**config.mk**
```make
export PLATFORM = sky130hd
export DESIGN_NAME = pe_resp_collector
export DESIGN_NICKNAME = d
export VERILOG_FILES = /design/src/rtl/pe_interco_pkg.sv /design/src/rtl/pe_rr_arb.sv /design/src/rtl/pe_resp_collector.sv
export SDC_FILE = /design/constraint.sdc
export NUM_CORES = 1
export LEC_CHECK = 0
export BUFFER_PORTS_ARGS = -buffer_cell sky130_fd_sc_hd__buf_2
export CORE_AREA = 2 2 338 340
export DETAILED_ROUTE_END_ITERATION = 10
export DIE_AREA = 0 0 340 342
export HOLD_SLACK_MARGIN = 0.08
export PLACE_DENSITY = 0.3
export SETUP_SLACK_MARGIN = 0.1
export SYNTH_ARGS = -nofsm -noshare
export SYNTH_HDL_FRONTEND = slang
export SYNTH_SLANG_ARGS = --single-unit
```
**constraint.sdc**
```tcl
create_clock -name clk -period 8.9 [get_ports clk]
set_clock_uncertainty 0.2 [all_clocks]
set_input_delay 2.225 -clock clk [delete_from_list [all_inputs] [get_ports clk]]
set_output_delay 2.225 -clock clk [all_outputs]
set_load 0.01 [all_outputs]
```
**src/rtl/pe_interco_pkg.sv**
```systemverilog
// Shared types and helpers for the peripheral interconnect request/response paths.
package pe_interco_pkg;

    localparam int PE_DATA_WIDTH = 32;
    localparam int PE_ID_WIDTH   = 17;

    // The collector's DATA_WIDTH and ID_WIDTH are expected to match these widths.
    typedef struct packed {
        logic [PE_DATA_WIDTH-1:0] rdata;
        logic                     opc;
    } pe_resp_t;

    function automatic logic onehot_match(input logic [PE_ID_WIDTH-1:0] id,
                                          input logic [PE_ID_WIDTH-1:0] mask);
        return |(id & mask);
    endfunction

endpackage

```
**src/rtl/pe_rr_arb.sv**
```systemverilog
// Round-robin arbiter: the first request at or after ptr+1 wins; ptr moves to the winner on any request.
module pe_rr_arb #(
    parameter int N     = 16,
    parameter int IDX_W = (N > 1) ? $clog2(N) : 1
) (
    input  logic             clk,
    input  logic             rst_n,
    input  logic [N-1:0]     req_i,
    output logic [N-1:0]     gnt_o,
    output logic [IDX_W-1:0] idx_o
);

    logic [IDX_W-1:0] ptr_q, ptr_d;
    logic [IDX_W-1:0] cand;
    logic             found;

    always_comb begin
        // NOTE: every comb output gets a default first so no path leaves a latch behind.
        gnt_o = '0;
        idx_o = '0;
        cand  = '0;
        found = 1'b0;
        for (int i = 1; i <= N; i++) begin
            cand = IDX_W'((int'(ptr_q) + i) % N);
            if (!found && req_i[cand]) begin
                found       = 1'b1;
                gnt_o[cand] = 1'b1;
                idx_o       = cand;
            end
        end
    end

    assign ptr_d = (|req_i) ? idx_o : ptr_q;

    always_ff @(posedge clk or negedge rst_n) begin
        // NOTE: sequential state uses non-blocking assignments only.
        if (!rst_n) begin
            ptr_q <= IDX_W'(N - 1);
        end else begin
            ptr_q <= ptr_d;
        end
    end

endmodule

```
**src/rtl/pe_resp_collector.sv**
```systemverilog
// Per-master response collector: ID filter, round-robin arbitration across slaves,
// registered response toward the master and outstanding-request accounting.
module pe_resp_collector
    import pe_interco_pkg::*;
#(
    parameter int                ID_WIDTH        = 17,
    parameter logic [ID_WIDTH-1:0] ID            = ID_WIDTH'(1),
    parameter int                N_SLAVE         = 16,
    parameter int                DATA_WIDTH      = 32,
    parameter int                MAX_OUTSTANDING = 4,
    parameter int                CNT_W           = $clog2(MAX_OUTSTANDING + 1),
    parameter int                IDX_W           = $clog2(N_SLAVE)
) (
    input  logic                                 clk,
    input  logic                                 rst_n,
    input  logic                                 req_fire_i,
    output logic                                 req_block_o,
    input  logic [N_SLAVE-1:0]                   r_valid_i,
    input  logic [N_SLAVE-1:0][ID_WIDTH-1:0]     r_ID_i,
    input  logic [N_SLAVE-1:0][DATA_WIDTH-1:0]   r_rdata_i,
    input  logic [N_SLAVE-1:0]                   r_opc_i,
    output logic [N_SLAVE-1:0]                   r_stall_o,
    output logic                                 r_valid_o,
    output logic [DATA_WIDTH-1:0]                r_rdata_o,
    output logic                                 r_opc_o,
    output logic [CNT_W-1:0]                     outstanding_o,
    output logic                                 idle_o,
    output logic                                 err_unexpected_o
);

    localparam logic [CNT_W-1:0] CNT_MAX = CNT_W'(MAX_OUTSTANDING);

    logic [N_SLAVE-1:0] match;
    logic [N_SLAVE-1:0] gnt;
    logic [IDX_W-1:0]   win_idx;
    logic               any_match;

    logic               r_valid_q, r_valid_d;
    pe_resp_t           resp_q, resp_d;
    logic [CNT_W-1:0]   cnt_q, cnt_d;
    logic               err_q, err_d;
    logic               inc, dec;

    always_comb begin
        match = '0;
        for (int s = 0; s < N_SLAVE; s++) begin
            match[s] = r_valid_i[s] && onehot_match(r_ID_i[s], ID);
        end
    end

    assign any_match = |match;

    pe_rr_arb #(
        .N     (N_SLAVE),
        .IDX_W (IDX_W)
    ) u_arb (
        .clk   (clk),
        .rst_n (rst_n),
        .req_i (match),
        .gnt_o (gnt),
        .idx_o (win_idx)
    );

    // Losers must hold their response; the winner is consumed this cycle.
    assign r_stall_o = match & ~gnt;

    always_comb begin
        r_valid_d = any_match;
        resp_d    = resp_q;
        if (any_match) begin
            resp_d.rdata = r_rdata_i[win_idx];
            resp_d.opc   = r_opc_i[win_idx];
        end
    end

    assign inc = req_fire_i;
    assign dec = r_valid_q;

    always_comb begin
        cnt_d = cnt_q;
        err_d = err_q | (dec && (cnt_q == '0));
        unique case ({inc, dec})
            2'b10:   if (cnt_q != CNT_MAX) cnt_d = cnt_q + 1'b1;
            2'b01:   if (cnt_q != '0)      cnt_d = cnt_q - 1'b1;
            default: cnt_d = cnt_q;
        endcase
    end

    always_ff @(posedge clk or negedge rst_n) begin
        if (!rst_n) begin
            r_valid_q <= 1'b0;
            resp_q    <= '0;
            cnt_q     <= '0;
            err_q     <= 1'b0;
        end else begin
            r_valid_q <= r_valid_d;
            resp_q    <= resp_d;
            cnt_q     <= cnt_d;
            err_q     <= err_d;
        end
    end

    assign r_valid_o        = r_valid_q;
    assign r_rdata_o        = resp_q.rdata;
    assign r_opc_o          = resp_q.opc;
    assign outstanding_o    = cnt_q;
    assign err_unexpected_o = err_q;
    assign idle_o           = (cnt_q == '0) && !r_valid_q;
    // A response draining this cycle frees a slot for a same-cycle request.
    assign req_block_o      = (cnt_q == CNT_MAX) && !r_valid_q;

endmodule
```
After elaboration in Yosys (flattened, before gate mapping):

Index checks and enable logic that the tools add are counted.

* add/subtract/negate cells: 18
* order comparisons: 33
* equal/unequal tests: 6
* muxes and demuxes: 118
* bitwise operators: 18
* reduce and logical (&&, ||, !) cells: 71

Operator list (number)
* $mux 16: 16
* $or 16x16->16: 15
* $bmux 32 s4: 1
* $lt 4x5->1 const B: 17
* $bmux 1 s4: 17
* $demux 1 s4: 16
* $ge 4x1->1 const B: 16
* $mux 4: 16
* $logic_and 1x1->1: 50
* $mux 1: 48
* $add 4x4->4 const B: 8
* $mux 32: 1
* $add 4x3->4 const B: 4
* $and 16x16->16: 1
* $logic_not 1->1: 16
* $not 16->16: 1
* $reduce_or 16->1: 1
* $add 4x1->4 const B: 2
* $add 4x2->4 const B: 2
* $mux 3: 2
* $pmux 3 s2: 1
* $ne 2x2->1 const B: 2
* $add 3x1->3 const B: 1
* $eq 3x3->1 const B: 1
* other kinds (9): 9

* flip-flop bits (word level): 42
* input port bits: 819
* output and inout port bits: 56
* word-level logic and storage cells: 270

Logic depth before layout (Yosys ltp):

* word-level depth: 51
* depth in mapped cells: 24
* gate-level depth less buffers: 14

By module:

From an unflattened synthesis, not the netlist that was laid out.

* cell total of the unflattened synthesis: 1072
* area total of the unflattened synthesis: 10257.3 µm²

By module, submodules not included
* pe_resp_collector: instances 1, cells an instance 430, area each 5615.4 µm², sequential area each 950.9 µm²
* pe_rr_arb: instances 1, cells an instance 642, area each 4642.0 µm², sequential area each 105.1 µm²

Least setup slack after synthesis:

No wires, ideal clock.

* path type: input port to output port
* from: in r_valid_i[15]
* to: out r_stall_o[11]
* data arrival time: 5158 ps
* required time: 6475 ps
* path slack: 1317 ps
* stages: 13
* buffers on the path: 1
* cell sequence: and2_1 -> mux4_2 -> a22oi_1 -> nand2_1 -> nor4_4 -> buf_2 -> nand3_1 -> nor3_2 -> a22o_1 -> a21o_1 -> a22oi_1 -> o2111ai_1 -> a21oi_1

* longest elaborated chain between the ends: 51
* elaborated cells between the ends (all ways): 111
* classes of those cells: mux (63); bitwise (17); reduce/logical (31)

Ends and longest elaborated chain
* start, declared: RTL line pe_resp_collector.sv:18 `input logic [N_SLAVE-1:0] r_valid_i,`
* $logic_and 1x1->1 *: RTL line pe_resp_collector.sv:47 `match[s] = r_valid_i[s] && onehot_match(r_ID_i[s], ID);`
* $bmux 1 s4: RTL line pe_rr_arb.sv:25 `if (!found && req_i[cand]) begin`
* $mux 1 (not written as such): RTL line pe_rr_arb.sv:25
* $mux 1: RTL line pe_rr_arb.sv:25
* $logic_not 1->1: RTL line pe_rr_arb.sv:25
* $logic_and 1x1->1: RTL line pe_rr_arb.sv:25
* $mux 1: RTL line pe_rr_arb.sv:25
* $logic_not 1->1: RTL line pe_rr_arb.sv:25
* [35 not listed]
* $logic_not 1->1: RTL line pe_rr_arb.sv:25
* $logic_and 1x1->1: RTL line pe_rr_arb.sv:25
* $mux 1: RTL line pe_rr_arb.sv:25
* $logic_not 1->1: RTL line pe_rr_arb.sv:25
* $logic_and 1x1->1: RTL line pe_rr_arb.sv:25
* $mux 16 *: RTL line pe_rr_arb.sv:25
* $not 16->16 *: RTL line pe_resp_collector.sv:65 `assign r_stall_o = match & ~gnt;`
* $and 16x16->16 *: RTL line pe_resp_collector.sv:65
* end, declared: RTL line pe_resp_collector.sv:22 `output logic [N_SLAVE-1:0] r_stall_o,`

Mark *: on every way between the ends. The rest lies on a longest branch, timed or not. The select of a mux whose other input is x is not followed.

Final worst setup path:

* from: in r_valid_i[10]
* to: out r_stall_o[15]

The elaborated chain is that of the path after synthesis.

==> flow_results.org <==
** Status
- The flow ran to the end, and the final reports show no timing, DRC or antenna violations.

** Global route
- Total global routing track utilization :: 15.65%
- Antenna violations before repair :: 50
- Met2 global-route usage :: 22.92%
- Global routing used 3.695% of the available met3 tracks.
- Number of global-route vias before repair :: 14.00k
- Global-route wire length before repair :: 125900 um
- Met1 demand-to-capacity share in global routing :: 23.09%
- Entering global routing, the biggest net connects 67 pins.
- The total overflow left after global routing is 0.
- met1 is the most crowded layer.

** Die
- The initialized floorplan defines 124 standard-cell rows.
- Area of the die :: 0.1163 mm2
- In this run the standard cell core region covers 0.1131 mm2.
- Starting density of the core :: 9.395%
- In this run the count of I/O pins placed on the die edge is 875.
- The die is 340 um wide.
- The die is 342 um tall.

** Yosys
- Share of flip-flops with an asynchronous set or reset after synthesis :: 100.0%
- Number of flops mapped to enable cells by yosys :: 0
- Summed instance area of the synthesized netlist :: 0.01063 mm2
- Averaged over all synthesized cells, the footprint is 8.282 um2.
- For this run, the leading register cell type out of synthesis is dfrtp_1.
- Fraction of the yosys area taken by sequential cells :: 9.938%
- Net count of the mapped netlist :: 2122
- After synthesis, the netlist uses 80 different library cells.
- #FFs+latches synth :: 42
- During synthesis, Yosys emitted a total of 0 warnings.
- Cell count after synthesis :: 1283

** Clock network
- Counting along the longest clock path gives a buffer depth of 2.
- Clock-pin slew was measured on the worst setup and hold paths at 80 ps.
- Clock tree synthesis found a total of 42 sinks.
- Number of buffers added by the clock tree synthesis step :: 5
- Insertion delay of the later-clocked pin in the worst-skew pair :: 320 ps
- The H-tree was split into 2 levels.
- CTS hold repair buffers :: 0
- CTS tree :: done
- In this run the clock root is driven by a clkbuf_16.
- The number of setup buffers added after CTS is 0.
- Cts repair resizes :: 0

** Route
- Drt first-iter violations :: 1410
- Dividing the detail-routed wire length by the instance count gives 28.38 um.
- Iteration count of the initial detailed-routing pass :: 6
- Number of vias per cell after detailed routing :: 4.266
- The routed design has 96330 um of wire.
- ANT nets after route :: 0
- Routed vias :: 14.48k
- DR DRC count :: 0

** Finish
- Final-stage net count :: 2701
- Number of fillers in the final layout :: 13.14k
- Layout cell share with drive strength beyond 1 :: 44.18%
- Area growth from synthesis to layout :: 49.19%

** Place
- In this run the tool buffered the top-level ports with 618 buffer cells.
- The wire-length estimate of the detail-placed layout is 82650 um.
- Final weighted congestion of routability-driven global placement :: 0.8954
- Worst setup slack after placement :: 443.9 ps

** Worst setup path
- Kind of end point of the critical path :: primary output
- Critical Path Source Type :: input port
- Along the worst path, the maximum fanout reaches 8.
- Data arrives at the worst endpoint at 6130 ps.
- Worst endpoint required time :: 6480 ps
- The critical path is of the input port to primary output type.

** Timing
- Setup repair after global routing left no endpoint under its margin.
- Number of failing hold endpoints at the final stage :: 0
- Of the available clock period, the critical path in the final layout requires 96.09%.
- Based on the critical path, the design can be clocked at up to 116.9 MHz.
- At the pin with the least slew margin, the transition time is 1266 ps.
- Adding up every negative setup slack in the final design gives 0 ps.
- In the post-route analysis, the smallest setup slack over all paths is 347.7 ps.
- After layout, the minimum clock period comes to 8552 ps.
- Setup violations remaining at the end of the flow were counted as 0.
- Number of pins with negative max-slew slack in the final report :: 0
- Headroom to the max-slew limit :: 14.54%

** Min path
- Class of the most critical hold timing path :: flip-flop to flip-flop

** Run
- Total of max-cap violations :: 0
-- cell usage in the layout, fill, tap and decap left out, types with 6 or more instances in the layout --
cell type	netlist	final
ha_1	19	19
inv_1	14	14
nor2_1	51	48
nand4b_1	21	21
diode_2	0	19
a41oi_1	6	6
a31oi_1	21	21
a22oi_1	37	37
buf_4	3	67
o21ai_0	43	43
nand3b_1	9	9
and3_1	14	13
mux4_2	88	88
and2_0	30	30
and2_1	30	29
nand2_1	196	195
o22ai_1	9	9
dfrtp_1	38	38
xnor2_1	12	11
nand3_1	74	74
a22o_1	7	7
o211ai_1	8	8
and4_1	9	9
nand4_1	36	36
a221oi_1	24	23
nor3_1	11	10
buf_2	24	618
a21oi_1	24	24
a211o_1	29	29
mux2i_1	111	111
a32oi_1	49	49
a211oi_1	32	32
-- cell families (layout without fill, tap and decap cells) --
| group | Yosys count | after routing | share of synthesized area (%) |
|---|---|---|---|
| AO/OA/AOI/OAI | 354 | 354 | 25.13 |
| XOR/XNOR | 19 | 19 | 1.707 |
| adder cells (fa/ha/maj) | 20 | 20 | 2.426 |
| buffers and inverters | 136 | 716 | 6.535 |
| flip-flops | 42 | 42 | 9.938 |
| multiplexers | 205 | 205 | 29.88 |
| other | 0 | 19 | 0 |
| AND/OR/NAND/NOR | 507 | 507 | 24.38 |
-- registers in the layout, indices dropped and copies added (netlist names) --
signal            count
r_valid_o             1
u_arb.ptr_q           4
outstanding_o         3
r_rdata_o            32
r_opc_o               1
err_unexpected_o      1
-- cell usage after synthesis, types with 7 or more instances --
master / instances / area share, %
a211o_1: 29 / 2.4
a211oi_1: 32 / 2.3
a21oi_1: 24 / 1.1
a221oi_1: 24 / 2.0
a22o_1: 7 / 0.58
a22oi_1: 37 / 2.6
a31oi_1: 21 / 1.2
a32oi_1: 49 / 4.0
and2_0: 30 / 1.8
and2_1: 30 / 1.8
and3_1: 14 / 0.82
and4_1: 9 / 0.74
buf_2: 24 / 1.1
buf_6: 16 / 1.7
clkbuf_1: 67 / 2.4
dfrtp_1: 38 / 8.9
ha_1: 19 / 2.2
inv_1: 14 / 0.49
mux2i_1: 111 / 10
mux4_2: 88 / 19
nand2_1: 196 / 6.9
nand3_1: 74 / 3.5
nand3b_1: 9 / 0.64
nand4_1: 36 / 2.1
nand4b_1: 21 / 1.7
nor2_1: 51 / 1.8
nor3_1: 11 / 0.52
o211ai_1: 8 / 0.57
o21ai_0: 43 / 2.0
o22ai_1: 9 / 0.53
xnor2_1: 12 / 0.99
-- worst max-delay path, stage by stage --
cell and delay [ps]:
buf_2 110, and2_1 230, mux4_2 580, mux4_2 590, nor4_2 350, nand2_1 280, o311ai_0 1130, a221oi_1 170
o21ai_0 160, a31oi_1 110, buf_2 190
-- area by class of cell --
| cell class | count | area, um2 | area share (%) |
|---|---|---|---|
| antenna | 19 | 47.55 | 0.2999 |
| clock buffer | 5 | 125.1 | 0.7892 |
| clock inverter | 3 | 23.77 | 0.1499 |
| inverter | 18 | 67.56 | 0.4262 |
| multi-input combinational | 1105 | 8946 | 56.43 |
| sequential | 42 | 1056 | 6.661 |
| tap | 1512 | 1892 | 11.93 |
| timing repair buffer | 690 | 3696 | 23.31 |
-- layer usage --
metal | vias to the layer above | wire, um
met5 | - | 162
met4 | 26 | 1953
met3 | 88 | 7531
met2 | 717 | 40720
met1 | 7302 | 45960
li1 | 6347 | -
-- stage by stage --
stage	area [um2]	instances	utilization (%)	hold slack, ps
4_1_cts	15810	3375	13.98	310.4
3_5_place_dp	15660	3367	13.84	285.7
2_1_floorplan	10630	1283	-	311.7
6_report	15850	3394	14.02	306.8
5_1_grt	15820	3381	13.99	333.4
3_3_place_gp	15660	3367	13.84	294.3
-- worst paths after layout --
| kind | depth (start not counted) | from | endpoint | slack, ps |
|---|---|---|---|---|
| setup / recovery | 11 | r_valid_i[10] | r_stall_o[15] | 350 |
| min in group asynchronous | 1 | rst_n | r_rdata_o[28]$_DFFE_PN0P_ | 1690 |
| hold reg to reg | 2 | r_rdata_o[27]$_DFFE_PN0P_ | r_rdata_o[27]$_DFFE_PN0P_ | 310 |
| hold / removal | 2 | r_rdata_o[27]$_DFFE_PN0P_ | r_rdata_o[27]$_DFFE_PN0P_ | 310 |
| max in group asynchronous | 2 | rst_n | r_rdata_o[6]$_DFFE_PN0P_ | 5890 |
| setup reg to reg | 16 | u_arb.ptr_q[1]$_DFFE_PN1P_ | r_rdata_o[14]$_DFFE_PN0P_ | 2340 |
Power is not shown: default switching activity piles up to over one toggle a cycle in this logic, so the estimate is an artifact.
